<file path="src/rtl/div_pkg.sv">
// Shared types for the sequential divide functional unit.
package div_pkg;

    typedef enum logic [2:0] {IDLE, PREP, ITER, FIX, DONE} state_t;

    typedef struct packed {
        logic lt;
        logic gt;
        logic eq;
        logic so;
    } Crf_t;

    // Condition field from the sign/zero of a result plus the summary-overflow bit.
    function automatic Crf_t make_crf(input logic neg, input logic zero, input logic so);
        Crf_t c;
        c.lt = neg;
        c.gt = !neg && !zero;
        c.eq = zero;
        c.so = so;
        return c;
    endfunction

endpackage

</file>
<file path="src/rtl/div_step.sv">
// One combinational non-restoring divide iteration retiring BITS_PER_CYCLE quotient bits.
module div_step #(
    parameter int WIDTH          = 32,
    parameter int BITS_PER_CYCLE = 1
) (
    input  logic [WIDTH+1:0] rem_in,
    input  logic [WIDTH-1:0] quo_in,
    input  logic [WIDTH-1:0] divisor,
    output logic [WIDTH+1:0] rem_out,
    output logic [WIDTH-1:0] quo_out
);

    logic [WIDTH+1:0] r;
    logic [WIDTH+1:0] d;
    logic [WIDTH-1:0] q;

    // The dividend shifts out of the quotient register into the partial remainder;
    // a negative remainder adds the divisor back instead of subtracting it.
    always_comb begin
        d = {2'b00, divisor};
        r = rem_in;
        q = quo_in;
        for (int i = 0; i < BITS_PER_CYCLE; i++) begin
            if (r[WIDTH+1])
                r = {r[WIDTH:0], q[WIDTH-1]} + d;
            else
                r = {r[WIDTH:0], q[WIDTH-1]} - d;
            q = {q[WIDTH-2:0], ~r[WIDTH+1]};
        end
        rem_out = r;
        quo_out = q;
    end

endmodule

</file>
<file path="src/rtl/fub_div_seq.sv">
// Iterative signed/unsigned divide and modulo unit with thread-tagged flush and
// early-out for divide-by-zero and signed overflow.
module fub_div_seq
    import div_pkg::*;
#(
    parameter int WIDTH          = 32,
    parameter int BITS_PER_CYCLE = 1,
    parameter int THREAD_W       = 2
) (
    input  logic                clk,
    input  logic                reset,
    input  logic                in_valid,
    output logic                in_ready,
    input  logic [WIDTH-1:0]    in_a,
    input  logic [WIDTH-1:0]    in_b,
    input  logic                in_uns,
    input  logic                in_rem,
    input  logic                in_oe,
    input  logic                in_so,
    input  logic [THREAD_W-1:0] in_thread,
    input  logic                flush,
    input  logic [THREAD_W-1:0] flush_thread,
    output logic                out_valid,
    output logic [WIDTH-1:0]    out_result,
    output logic [3:0]          out_crf,
    output logic                out_ov,
    output logic [THREAD_W-1:0] out_thread
);

    localparam int ITERS = WIDTH / BITS_PER_CYCLE;
    localparam int CW    = $clog2(ITERS + 1);
    localparam logic [WIDTH-1:0] MIN_VAL = {1'b1, {(WIDTH-1){1'b0}}};

    state_t              state;
    logic [CW-1:0]       count;
    logic [WIDTH-1:0]    a_reg;
    logic [WIDTH-1:0]    b_reg;
    logic [WIDTH-1:0]    quo;
    logic [WIDTH-1:0]    res;
    logic [WIDTH+1:0]    rem;
    logic                uns;
    logic                rem_op;
    logic                oe;
    logic                so;
    logic                ov;
    logic                neg_q;
    logic                neg_r;
    logic [THREAD_W-1:0] thread;

    logic [WIDTH+1:0]    rem_step;
    logic [WIDTH-1:0]    quo_step;
    logic [WIDTH-1:0]    a_mag;
    logic [WIDTH-1:0]    b_mag;
    logic [WIDTH-1:0]    r_fix;
    logic [WIDTH-1:0]    fix_val;
    logic                special;
    logic                kill;

    assign in_ready = (state == IDLE);
    assign kill     = flush && (flush_thread == thread) && (state != IDLE);

    div_step #(
        .WIDTH          (WIDTH),
        .BITS_PER_CYCLE (BITS_PER_CYCLE)
    ) u_step (
        .rem_in  (rem),
        .quo_in  (quo),
        .divisor (b_reg),
        .rem_out (rem_step),
        .quo_out (quo_step)
    );

    // b_reg holds the raw divisor in PREP and its magnitude from ITER onwards.
    always_comb begin
        a_mag   = (!uns && a_reg[WIDTH-1]) ? -a_reg : a_reg;
        b_mag   = (!uns && b_reg[WIDTH-1]) ? -b_reg : b_reg;
        special = (b_reg == '0) || (!uns && a_reg == MIN_VAL && b_reg == '1);
        r_fix   = rem[WIDTH+1] ? rem[WIDTH-1:0] + b_reg : rem[WIDTH-1:0];
        if (rem_op)
            fix_val = neg_r ? -r_fix : r_fix;
        else
            fix_val = neg_q ? -quo : quo;
    end

    // Result outputs are zero whenever no pulse is being delivered.
    always_ff @(posedge clk or posedge reset) begin
        if (reset) begin
            state      <= IDLE;
            count      <= '0;
            a_reg      <= '0;
            b_reg      <= '0;
            quo        <= '0;
            res        <= '0;
            rem        <= '0;
            uns        <= 1'b0;
            rem_op     <= 1'b0;
            oe         <= 1'b0;
            so         <= 1'b0;
            ov         <= 1'b0;
            neg_q      <= 1'b0;
            neg_r      <= 1'b0;
            thread     <= '0;
            out_valid  <= 1'b0;
            out_result <= '0;
            out_crf    <= '0;
            out_ov     <= 1'b0;
            out_thread <= '0;
        end else begin
            out_valid  <= 1'b0;
            out_result <= '0;
            out_crf    <= '0;
            out_ov     <= 1'b0;
            if (kill) begin
                state <= IDLE;
            end else begin
                case (state)
                    IDLE: begin
                        if (in_valid) begin
                            a_reg  <= in_a;
                            b_reg  <= in_b;
                            uns    <= in_uns;
                            rem_op <= in_rem;
                            oe     <= in_oe;
                            so     <= in_so;
                            thread <= in_thread;
                            state  <= PREP;
                        end
                    end
                    PREP: begin
                        quo   <= a_mag;
                        b_reg <= b_mag;
                        rem   <= '0;
                        neg_q <= !uns && (a_reg[WIDTH-1] ^ b_reg[WIDTH-1]);
                        neg_r <= !uns && a_reg[WIDTH-1];
                        count <= CW'(ITERS);
                        ov    <= special;
                        res   <= '0;
                        state <= special ? DONE : ITER;
                    end
                    ITER: begin
                        rem   <= rem_step;
                        quo   <= quo_step;
                        count <= count - CW'(1);
                        if (count == CW'(1))
                            state <= FIX;
                    end
                    FIX: begin
                        res   <= fix_val;
                        state <= DONE;
                    end
                    DONE: begin
                        out_valid  <= 1'b1;
                        out_result <= res;
                        out_ov     <= ov;
                        out_crf    <= make_crf(res[WIDTH-1], res == '0, so | (ov & oe));
                        out_thread <= thread;
                        state      <= IDLE;
                    end
                    default: state <= IDLE;
                endcase
            end
        end
    end

endmodule

</file>
<file path="config.mk">
export PLATFORM = sky130hd
export DESIGN_NAME = fub_div_seq
export DESIGN_NICKNAME = d
export VERILOG_FILES = /design/src/rtl/div_pkg.sv /design/src/rtl/div_step.sv /design/src/rtl/fub_div_seq.sv
export SDC_FILE = /design/constraint.sdc
export NUM_CORES = 1
export LEC_CHECK = 0
export ABC_AREA = 1
export ABC_CLOCK_PERIOD_IN_PS = 11940
export CAP_MARGIN = 20
export CORE_UTILIZATION = 45
export CTS_CLUSTER_SIZE = 24
export DETAILED_ROUTE_END_ITERATION = 7
export PLACE_DENSITY_LB_ADDON = 0.08
export RECOVER_POWER = 50
export SKIP_LAST_GASP = 1
export SLEW_MARGIN = 20
export SYNTH_ARGS = -nofsm -noshare
export SYNTH_HDL_FRONTEND = slang
export SYNTH_SLANG_ARGS = --single-unit
</file>
<file path="constraint.sdc">
create_clock -name clk -period 11.94 [get_ports clk]
set_input_delay 2.388 -clock clk [delete_from_list [all_inputs] [get_ports clk]]
set_output_delay 2.388 -clock clk [all_outputs]
set_load 0.01 [all_outputs]
</file>
* Word level (Yosys, flattened, before mapping)
Cells that the tools add are included.
** Operators by class
- Muxes and demuxes :: 26
- Divide/modulo/power cells :: 0
- Magnitude comparators :: 0
- Multipliers :: 0
- Shift-type cells :: 0
- $add $sub $neg :: 8
- Reductions and logical operators :: 26
- Bitwise operators :: 5
- Equality and inequality tests :: 12
** Operators by type and width (number)
- $mux 32 :: 9
- $pmux 32 s2 :: 3
- $neg 32->32 :: 4
- $pmux 34 s2 :: 1
- $eq 32x32->1 const B :: 2
- $logic_not 32->1 :: 2
- $add 34x32->34 :: 1
- $mux 34 :: 1
- $sub 34x32->34 :: 1
- $add 32x32->32 :: 1
- $mux 3 :: 4
- $pmux 3 s4 :: 1
- $pmux 6 s2 :: 1
- $reduce_and 2->1 :: 5
- $logic_and 1x1->1 :: 8
- $mux 4 :: 2
- $eq 3x2->1 const B :: 2
- $eq 6x1->1 const B :: 1
- $reduce_bool 2->1 :: 3
- $sub 6x1->6 const B :: 1
- $mux 1 :: 4
- $ne 2x2->1 const B :: 2
- $reduce_and 4->1 :: 1
- $eq 3x1->1 const B :: 1
- other kinds (13) :: 16
** Word-level totals
- ROM bits :: 0
- Output and inout bits :: 41
- Memories :: 0
- Bits in latches :: 0
- Bits in writable memories :: 0
- Bits in registers :: 220
- Input port bits :: 76

* Depth between registers and ports, before layout
Gate-level depths: netlist (run 1).
- Word-level depth :: 7
- Mapped depth :: 28
- Gate-level depth less buffers :: 27

* Cells and area by module
Synthesis (run 1) repeated with hierarchy kept, for this count alone.
** Second synthesis, totals
- Cell total of the unflattened synthesis :: 2964
- Area total of the unflattened synthesis :: 18990.7 µm²
** Modules (own cells, without submodules)
- fub_div_seq :: cells each 2320, sequential area each 5480.3 µm², area an instance 15600.0 µm², instances 1
- div_step :: cells each 644, sequential area each 0.0 µm², area an instance 3390.8 µm², instances 1

* Worst setup path before layout (run 1)
OpenSTA, ideal clock, no wires.
- Kind :: in2reg
- Start :: input flush_thread[0]
- End :: register quo[11]
- Stages on the path :: 10
- Setup time :: 0.127 ns
- Data required time :: 11.813 ns
- Arrival :: 3.908 ns
- Slack :: 7.905 ns
- Cells stage by stage :: or2_2 > o211ai_1 > nor4_4 > nor2_2 > nor2_4 > inv_2 > buf_6 > buf_2 > o211ai_1 > o21ai_1
** Between the ends
- Word-level cells in the longest chain between the ends :: 5
** Ends and longest elaborated chain
- start, declared :: line fub_div_seq.sv:22 : input logic [THREAD_W-1:0] flush_thread,
- $eq 2x2->1 :: line fub_div_seq.sv:60 : assign kill = flush && (flush_thread == thread) && (state != IDLE);
- $logic_and 1x1->1 (2 in series) :: line fub_div_seq.sv:60
- $not 1->1 (no line)
- $reduce_and 2->1 (no line)
- end signal, assigned :: line fub_div_seq.sv:130 : quo <= a_mag;
- end signal, assigned :: line fub_div_seq.sv:142 : quo <= quo_step;
- end, declared :: line fub_div_seq.sv:38 : logic [WIDTH-1:0] quo;
No other way between the ends.
A chain may end at the register's enable or synchronous reset.

==> results.md, run 1 <==
* Worst skew pair latency at 550 ps
* Hold_buf cts at 0
* Core area at 37,800 µm²
* Drt first-iter violations at 1,679
* Crit path max-delay family: buffers and inverters
* Post-Synth XOR/XNOR Area at 1.77%
* Final hold vios at 0
* Nets at 2,917
* Detailed placement HPWL at 45,500 µm
* Setup violations, final at 0
* Post-CTS setup repair buffer count at 0
* Crit Path Max Fanout at 145
* TritonCTS clock tree: built
* Max Cap Viol at 3
* Worst Setup Path Type: input pin to asynchronous set/reset pin
* CTS Root Cell: clkbuf_16
* Synth Area in Simple Gates at 32.9%
* Syn Inst Count at 2,704
* WL final at 58,600 µm
* Achievable clock frequency at 132 MHz
* Average via count per standard cell at 5.47
* Overall via count from detail_route at 18,049
* Final worst-path cycle share at 63.2%
* P_int at 2.72 mW
* Largest Register: rem
* Sequential Power Share at 24.2%
* CP arrival at 6580 ps
* CTS Buffer Depth at 3
* DRC at 0
* Sw Ratio at 55.3%
* Vert. Die Dim at 198 µm
* Layout cells sized above 1 at 4.24%
* Worst path buffer plus inverter count at 2
* Most frequent cells after synthesis: nand2_1, inv_1, o21ai_0
* Failing checks: capacitance limit, slew limit
* Count leader, synth: nand2_1
* Netlist cell types at 53
* Placer Congestion at 0.987
* Switching power at 3.36 mW
* Startpoint types: input pin
* Largest net degree at the start of global routing at 146
* IO Pins at 117
* Synth top area share at 31.6%
* Adder-Cell Fraction of Synth Area at 5.35%
* Synth Cell Area at 17,300 µm²
* Number of flops mapped to enable cells by yosys at 0
* PwrDens at 309 nW/µm²
* Multiplexer share of the synthesized area at 0%
* Hold WC Path Type: register to register
* Worst path cell trace: dlygate4sd3_1 -> clkinvlp_2
* Post-cts sizing count at 0
* Post-place setup slack at 5850 ps
* Max FFs per register at 34
* Run status: complete, but fails checks
* RSZ-0062 raised after global routing: false
* Syn. warnings at 0
* Synth Area in Compound Gates at 17.5%
* CTS Buf Count at 25
* Max-slew headroom at -335%
* Leading area contributor after synthesis: dfrtp_1
* Clk pwr share at 13.3%
* Mapped Nets at 2,853
* DRT antenna net count at 0
* Slowest-stage cell, CP: clkinvlp_2
* Final WS setup at 4390 ps
* H-tree depth at 1
* Main synth FF type: dfrtp_1
* Pleak at 9.80 nW
* Final critical-path required period at 7550 ps
* First-pass GRT wire length at 90,600 µm
* P&R area growth vs syn at 13.5%
* Syn avg cell area at 6.41 µm²
* CP required at 10,970 ps
* Vias in the first global route at 16,249
* CP Capture Type: asynchronous set/reset pin
* Crit path largest cell delay at 3480 ps
* Clk slew on worst S/H paths at 60 ps
* Die Wd at 198 µm
* Cell Rows at 71
* Clock sinks at 219
* Initial antenna violation count at 1
* Starting density of the core at 45.9%
* Slew @ Worst Pin at 6520 ps
* Routed wire per std cell at 17.8 µm
* Die ar. at 39,300 µm²
* Top cells by area, synth: dfrtp_1, nand2_1, inv_1
* Combinational family with the most area after synthesis: simple AND/OR/NAND/NOR gates
* Fin Setup TNS at 0 ps
* First drt pass iteration count at 6
* Final Skew at 21.0 ps
* Async SR Flop Fraction at 100%
* GRT overflow at 0
* Fin. max-slew vios at 222
* # diodes at 0
* Post-synthesis sequential area ratio at 31.6%
* Peak supply drop at 0.140 mV
* #FFs+latches synth at 219
* FILL cells at 3,864
* Power share of the combinational group at 62.5%
* Port bufs at 116
* Total track usage at 29.8%
[path summary, 6_finish.rpt]
kind	start	end	slack, ps	cells after the start
min	state[0]	state[0]	460	1
max reg2reg	b_reg[1]	quo[0]	7070	26
max	reset	rem[33]	4390	2
min in group asynchronous	reset	rem[30]	4270	2
max in group clk	flush_thread[0]	count[4]	5400	11
min reg2reg	state[0]	state[0]	460	1
[cell type report]
class / instances / area (µm²) / share of cell area (%)
flip-flops and latches: 219 / 5480 / 27.9
clock inverters: 10 / 134 / 0.680
multi-input cells: 1997 / 9960 / 50.6
repair buffers: 126 / 1240 / 6.30
clock buffers: 35 / 723 / 3.68
inverters: 399 / 1500 / 7.62
well taps: 511 / 639 / 3.25
[placed cells by master, fill, tap and decap left out, types with 15 or more instances in the layout]
cell / n
nand2_1: 759
inv_1: 383
o21ai_0: 231
nor2_1: 228
dfrtp_1: 218
nand3_1: 205
a21oi_1: 142
clkdlybuf4s50_1: 74
ha_1: 71
o21ai_1: 59
dlygate4sd3_1: 42
nand4_1: 37
o211ai_1: 36
xor2_1: 34
nor3_1: 32
clkbuf_16: 25
o22ai_1: 23
nor2_2: 17
nor4_1: 15
[stage by stage]
| step | util, % | cells | hold WS, ps | power (mW) | cell area [µm²] |
|---|---|---|---|---|---|
| final | 52.1 | 3297 | 462 | 6.08 | 19700 |
| after global routing | 52.1 | 3297 | 492 | 6.63 | 19700 |
| after CTS | 52.2 | 3297 | 463 | 6.02 | 19700 |
| after detailed placement | 49.9 | 3252 | 454 | 5.18 | 18800 |
| after global placement | 49.9 | 3252 | 447 | 5.14 | 18800 |
| after floorplan | - | 2704 | 432 | 4.06 | 17300 |
[per-layer routing]
layer  vias up  track usage, %  wire (µm)
li1       8966               -          -
met1      8384            46.5      29300
met2       637            41.9      23600
met3        60            5.20       4550
met4         2            6.98       1230
met5         -               0         13
[kinds of logic (layout without fill, tap and decap cells)]
logic type               Yosys count  in the layout
XOR/XNOR                          35             35
AND/OR/NAND/NOR                 1339           1339
adder cells (fa/ha/maj)           73             73
AO/OA/AOI/OAI                    550            550
flip-flops                       219            219
buffers and inverters            488            570
[power by group through the flow]
stage | clock, mW | combinational [mW] | sequential [mW]
floorplan | 0 | 2.80 | 1.26
global placement | 0 | 3.69 | 1.45
detailed placement | 0 | 3.72 | 1.46
CTS | 0.825 | 3.75 | 1.45
global route | 0.854 | 4.27 | 1.50
finish | 0.810 | 3.80 | 1.47
No activity file was read; power rests on OpenSTA's default activity.
==> run 2: changes to the inputs <==
ABC_CLOCK_PERIOD_IN_PS = 7000   (was 11940)
clock period = 7 ns   (was 11.94 ns; I/O delays follow)
==> run 2 against run 1 <==
  * The flow still finishes with violations (capacitance limit, slew limit)
  * Core utilization rose by 0.32 points
  * Setup slack got worse by 2600 ps
  * Count of clock-buffer cells in the layout did not move
  * Combinational power rose by 72%
  * Sequential share of layout area fell by 0.17 points
  * Hold slack improved by 17 ps
  * Clock power rose by 85%
  * Critical path depth rose by 9
  * First-iteration DRC count fell by 3.5%
  * Final area rose by 0.61%
  * Sequential power rose by 72%
==> results.md, run 2 (synthesis gave the netlist of run 1 again) <==
* Most common cell after layout, fill and taps aside: nand2_1
* Cells on Worst Hold Path at 1 (unchanged)
* Reg-to-reg critical path startpoint: state[1]
* Met2 usage at 42.4% (+0.45 points)
* Detailed placement HPWL at 47,000 µm (+3.4%)
* Most Used Layer, Global Route: met1
* Cell Rows at 71 (unchanged)
* Port bufs at 116 (unchanged)
* Post-CTS setup repair buffer count at 0 (unchanged)
* IO Pins at 117 (unchanged)
* First-pass GRT wire length at 92,800 µm (+2.4%)
* Most frequent cells in the layout: nand2_1, inv_1, o21ai_0
* Switching power at 5.83 mW (+73%)
* Drt first-iter violations at 1,620 (-3.5%)
* Startpoint types: input pin
* TritonCTS clock tree: built
* Nets at 2,924 (+0.24%)
* Met1 Use GR at 47.4% (+0.96 points)
* Final cell count without fillers at 3,304 (+0.21%)
* Vias in the first global route at 16,245 (-0.025%)
* Crit Path Max Fanout at 34 (-77%)
* Hold_buf cts at 0 (unchanged)
* Placed cells at 3,257 (+0.15%)
* H-tree depth at 1 (unchanged)
* CP arrival at 5630 ps (-950 ps)
* Clk slew on worst S/H paths at 60 ps (about the same)
* Routed wire per std cell at 18.1 µm (+2.0%)
* Largest Register: rem
* P_int at 4.74 mW (+74%)
* P&R area growth vs syn at 14.2%
* Average via count per standard cell at 5.48 (+0.12%)
* Setup violations, final at 0 (unchanged)
* Power share of the combinational group at 61.9% (-0.6 points)
* Pleak at 9.77 nW (-0.25%)
* DRT antenna net count at 0 (unchanged)
* Final worst-path cycle share at 74.3%
* Max FFs per register at 34 (unchanged)
* First drt pass iteration count at 7 (+1)
* Achievable clock frequency at 192 MHz
* Max-slew headroom at -88.4% (+250 points)
* CTS Buffer Depth at 3 (unchanged)
* Reg2Reg Depth at 11 (-58%)
* CTS Root Cell: clkbuf_16
* Peak supply drop at 0.345 mV (+150%)
* Core area at 37,800 µm² (unchanged)
* Sequential Power Share at 23.9% (-0.3 points)
* Initial antenna violation count at 1 (unchanged)
* Die Wd at 198 µm (unchanged)
* # diodes at 0 (unchanged)
* Sw Ratio at 55.1% (-0.16 points)
* Met3 Use GR at 6.97% (+1.8 points)
* DRC at 0 (unchanged)
* Overall via count from detail_route at 18,109 (+0.33%)
* Worst Setup Path Type: input pin to register
* CP Capture Type: register
* GRT overflow at 0 (unchanged)
* Final hold vios at 0 (unchanged)
* Post-cts sizing count at 0 (unchanged)
* WL final at 59,900 µm (+2.3%)
* RSZ-0062 raised after global routing: false
* Failing checks: capacitance limit, slew limit
* Die ar. at 39,300 µm² (unchanged)
* CP required at 7430 ps (-3540 ps)
* Run status: complete, but fails checks
* PwrDens at 534 nW/µm² (+73%)
* Largest net degree at the start of global routing at 110 (-25%)
* Starting density of the core at 45.9% (unchanged)
* CTS Buf Count at 27 (+8.0%)
* Clk pwr share at 14.2% (+0.9 points)
* Fin. max-slew vios at 150 (-32%)
* Clock sinks at 219 (unchanged)
* Max Cap Viol at 3 (unchanged)
* CP Capture Point: quo[24]
* Final critical-path required period at 5200 ps
* Placer Congestion at 1.01 (+1.8%)
* Worst skew pair latency at 570 ps (+20 ps)
* Total power at 10.6 mW (+74%)
* Crit. Startpoint: flush_thread[0]
* R2r setup slk at 2560 ps (-4510 ps)
* Slew @ Worst Pin at 2830 ps (-3700 ps)
* Total track usage at 30.8% (+0.96 points)
* R2R Path End: quo[24]
* Vert. Die Dim at 198 µm (unchanged)
* Layout cells sized above 1 at 4.55% (+0.31 points)
* Hold WC Path Type: register to register
* Fin Setup TNS at 0 ps (unchanged)
* Final Skew at 22.9 ps (+1.96 ps)
* Utilization after layout at 52.4% (+0.32 points)
[run 2: critical path, stage by stage]
cell and delay [ps]:
dlygate4sd3_1 540, or2_2 110, o211ai_1 70, nor4_1 1430
nor2_1 620, nor2_4 200, buf_4 360, inv_2 300
buf_4 330, o211ai_1 130, o21ai_0 120
[run 2: power by group through the flow]
stage | Sequential, mW | Clock [mW] | Combinational (mW)
after floorplan | 2.15 | 0 | 4.78
after global placement | 2.50 | 0 | 6.36
after detailed placement | 2.50 | 0 | 6.42
after CTS | 2.49 | 1.52 | 6.46
after global routing | 2.58 | 1.57 | 7.37
final | 2.53 | 1.50 | 6.54
[run 2: worst min-delay path by stage]
stage | to | slack [ps] | from
after floorplan | state[0] | 430 | state[0]
after global placement | state[0] | 450 | state[0]
after detailed placement | state[0] | 470 | state[0]
after CTS | state[0] | 480 | state[0]
after global routing | state[0] | 490 | state[0]
final | state[0] | 480 | state[0]
[run 2: stage by stage]
stage	hold WS, ps	setup WS [ps]	area [µm²]
after floorplan	432	2750	17300
after global placement	445	2460	18900
after detailed placement	472	2350	18900
after CTS	481	2570	19800
after global routing	494	1560	19800
final	479	1800	19800
[run 2: area by class of cell]
cell class / count / area, µm²
clock buffers: 35 / 766
clock inverters: 12 / 184
fillers: 3861 / 18000
inverters: 399 / 1500
multi-input cells: 1997 / 9960
flip-flops and latches: 219 / 5480
well taps: 511 / 639
repair buffers: 131 / 1270
[run 2: layer usage]
metal	up-vias	wire, µm
li1	8957	-
met1	8383	29100
met2	691	23800
met3	76	5560
met4	2	1500
met5	-	11
==> run 3: changes to the inputs <==
ABC_CLOCK_PERIOD_IN_PS = 4700   (was 7000)
clock period = 4.7 ns   (was 7 ns; I/O delays follow)
==> run 3 against run 2 <==
  * The run still ends with capacitance limit, slew limit left
  * Final cell count is 0.36% higher
  * Non-clock buffer count is 10 higher
  * Critical path depth is 2 lower
  * Die area stayed put
  * Core utilization is 0.33 points higher
  * Clock skew is 6.0 ps lower
  * Hold slack worse by 23 ps
  * Sequential power is 47% higher
  * Setup slack worse by 1400 ps
  * Final area is 0.63% higher
  * Via count is 0.15% higher
  * Count of clock-buffer cells in the layout is 2 lower
  * Critical endpoint is now b_reg[8]
==> results.md, run 3 (synthesis gave the netlist of run 1 again) <==
* Most frequent cells in the layout: nand2_1, inv_1, o21ai_0
* Starting density of the core at 45.9% (unchanged)
* Port bufs at 116 (unchanged)
* Vert. Die Dim at 198 µm (unchanged)
* Achievable clock frequency at 231 MHz
* IO Pins at 117 (unchanged)
* Largest net degree at the start of global routing at 162 (+47%)
* Routed wire per std cell at 18.4 µm (+1.7%)
* Failing checks: capacitance limit, slew limit
* CP Capture Type: register
* Hold_buf cts at 0 (unchanged)
* R2r setup slk at 390 ps (-2170 ps)
* Overall via count from detail_route at 18,137 (+0.15%)
* Final critical-path required period at 4330 ps
* PwrDens at 801 nW/µm² (+50%)
* Run status: complete, but fails checks
* CP required at 5120 ps (-2310 ps)
* Switching power at 8.80 mW (+51%)
* RSZ-0062 raised after global routing: true
* DRT antenna net count at 0 (unchanged)
* Drt first-iter violations at 1,641 (+1.3%)
* First-pass GRT wire length at 95,600 µm (+3.0%)
* Final WS setup at 373 ps (-1430 ps)
* Most common cell after layout, fill and taps aside: nand2_1
* Fin. max-slew vios at 271 (+81%)
* Worst Setup Path Type: input pin to register
* CP arrival at 4740 ps (-890 ps)
* Final worst-path cycle share at 92.1%
* Final Skew at 16.9 ps (-6.03 ps)
* Setup violations, final at 0 (unchanged)
* Pleak at 9.78 nW (+0.10%)
* Sw Ratio at 55.1% (about the same)
* Cell Rows at 71 (unchanged)
* Crit path largest cell delay at 1240 ps (-190 ps)
* TritonCTS clock tree: built
* Max FFs per register at 34 (unchanged)
* Average via count per standard cell at 5.47 (-0.21%)
* # diodes at 0 (unchanged)
* Final cell count without fillers at 3,316 (+0.36%)
* Post-place setup slack at 410 ps (-1940 ps)
* DRC at 0 (unchanged)
* CTS Buf Count at 27 (unchanged)
* Crit Path Max Fanout at 52 (+53%)
* Max Cap Viol at 4 (+1)
* First drt pass iteration count at 6 (-1)
* Layout cells sized above 1 at 4.96% (+0.41 points)
* Clk pwr share at 14.6% (+0.4 points)
* CTS Buffer Depth at 3 (unchanged)
* Placed cell areas at 19,000 µm² (+0.36%)
* Placer Congestion at 0.978 (-2.8%)
* P_int at 7.16 mW (+51%)
* Worst skew pair latency at 570 ps (about the same)
* Fin Setup TNS at 0 ps (unchanged)
* CTS Root Cell: clkbuf_16
* Utilization after layout at 52.8% (+0.33 points)
* Fin area at 19,900 µm² (+0.63%)
* Clk slew on worst S/H paths at 60 ps (about the same)
* Total track usage at 31.6% (+0.83 points)
* GRT overflow at 0 (unchanged)
* Core area at 37,800 µm² (unchanged)
* Slowest-stage cell, CP: nor4_1
* Vias in the first global route at 16,692 (+2.8%)
* Sequential Power Share at 23.2% (-0.7 points)
* Peak supply drop at 0.419 mV (+22%)
* Die Wd at 198 µm (unchanged)
* Largest Register: rem
* Initial antenna violation count at 0 (-1)
* Placed cells at 3,266 (+0.28%)
* Max-slew headroom at -57.7% (+31 points)
* Die ar. at 39,300 µm² (unchanged)
* Slew @ Worst Pin at 2370 ps (-461 ps)
* Hold WC Path Type: register to register
* Detailed placement HPWL at 47,700 µm (+1.4%)
* Clock sinks at 219 (unchanged)
* H-tree depth at 1 (unchanged)
* Final hold vios at 0 (unchanged)
* Nets at 2,934 (+0.34%)
* WL final at 61,100 µm (+2.0%)
* Startpoint types: input pin
* Worst path cell trace: dlygate4sd3_1 -> or2_2 -> o211ai_1 -> nor4_1 -> nor2_1 -> a31oi_1 -> inv_2 -> o21ai_0 -> o22ai_1
* Power share of the combinational group at 62.2% (+0.3 points)
* P&R area growth vs syn at 14.9%
[run 3: changes by cell type in the layout (fill, tap and decap cells not counted), sizes merged]
| cell | delta |
|---|---|
| clkdlybuf4s50 | +15 |
| dlygate4sd3 | -15 |
| buf | +8 |
| clkinv | +5 |
| clkinvlp | -2 |
| bufinv | +1 |
[run 3: layer usage]
| metal | wire length, µm | vias up | part of all wire [%] | global-route usage (%) |
|---|---|---|---|---|
| met5 | 0 | - | 0 | 0 |
| met4 | 1560 | 0 | 2.6 | 8.35 |
| met2 | 24100 | 669 | 39 | 43.6 |
| met1 | 30900 | 8385 | 51 | 50.2 |
| li1 | - | 9001 | - | - |
| met3 | 4570 | 82 | 7.5 | 4.45 |
[run 3: power by group through the flow]
| stage | clock network (mW) | registers, mW | logic [mW] |
|---|---|---|---|
| 5_1_grt | 2.42 | 3.79 | 11.2 |
| 2_1_floorplan | 0 | 3.21 | 7.11 |
| 6_report | 2.33 | 3.71 | 9.93 |
| 4_1_cts | 2.36 | 3.65 | 9.75 |
| 3_3_place_gp | 0 | 3.65 | 9.59 |
| 3_5_place_dp | 0 | 3.67 | 9.69 |
[run 3: cell type report]
class / count / area (µm²)
fill: 3889 / 17800
timing repair buffer: 141 / 1340
sequential: 219 / 5480
tap: 511 / 639
multi-input combinational: 1997 / 9980
clock inverter: 16 / 246
clock buffer: 33 / 738
inverter: 399 / 1500
[run 3: timing repair]
item	4_1_cts	5_1_grt
gates resized for setup	0	5
buffers inserted	0	1
setup endpoints to repair	0	5
[run 3: path summary, 6_finish.rpt]
kind                                      start        endpoint  cells past startpoint
worst max-delay path            flush_thread[0]        b_reg[8]                      9
worst min-delay path                   state[0]        state[0]                      1
worst max register to register         b_reg[1]         rem[31]                     21
worst min register to register         state[0]        state[0]                      1
max in group asynchronous                 reset         rem[33]                      3
min in group asynchronous                 reset  out_result[12]                      2
[run 3: worst max-delay path: cells and delay by family]
kind                   cells  cell delay [ps]
AOI/OAI and AO/OA          4              920
and+or+nand+nor            3             1950
buffers and inverters      2              920
[run 3: through the flow]
step / hold WS [ps] / power, mW
5_1_grt: 491 / 17.4
6_report: 455 / 16.0
3_5_place_dp: 450 / 13.4
2_1_floorplan: 432 / 10.3
4_1_cts: 458 / 15.8
3_3_place_gp: 445 / 13.2
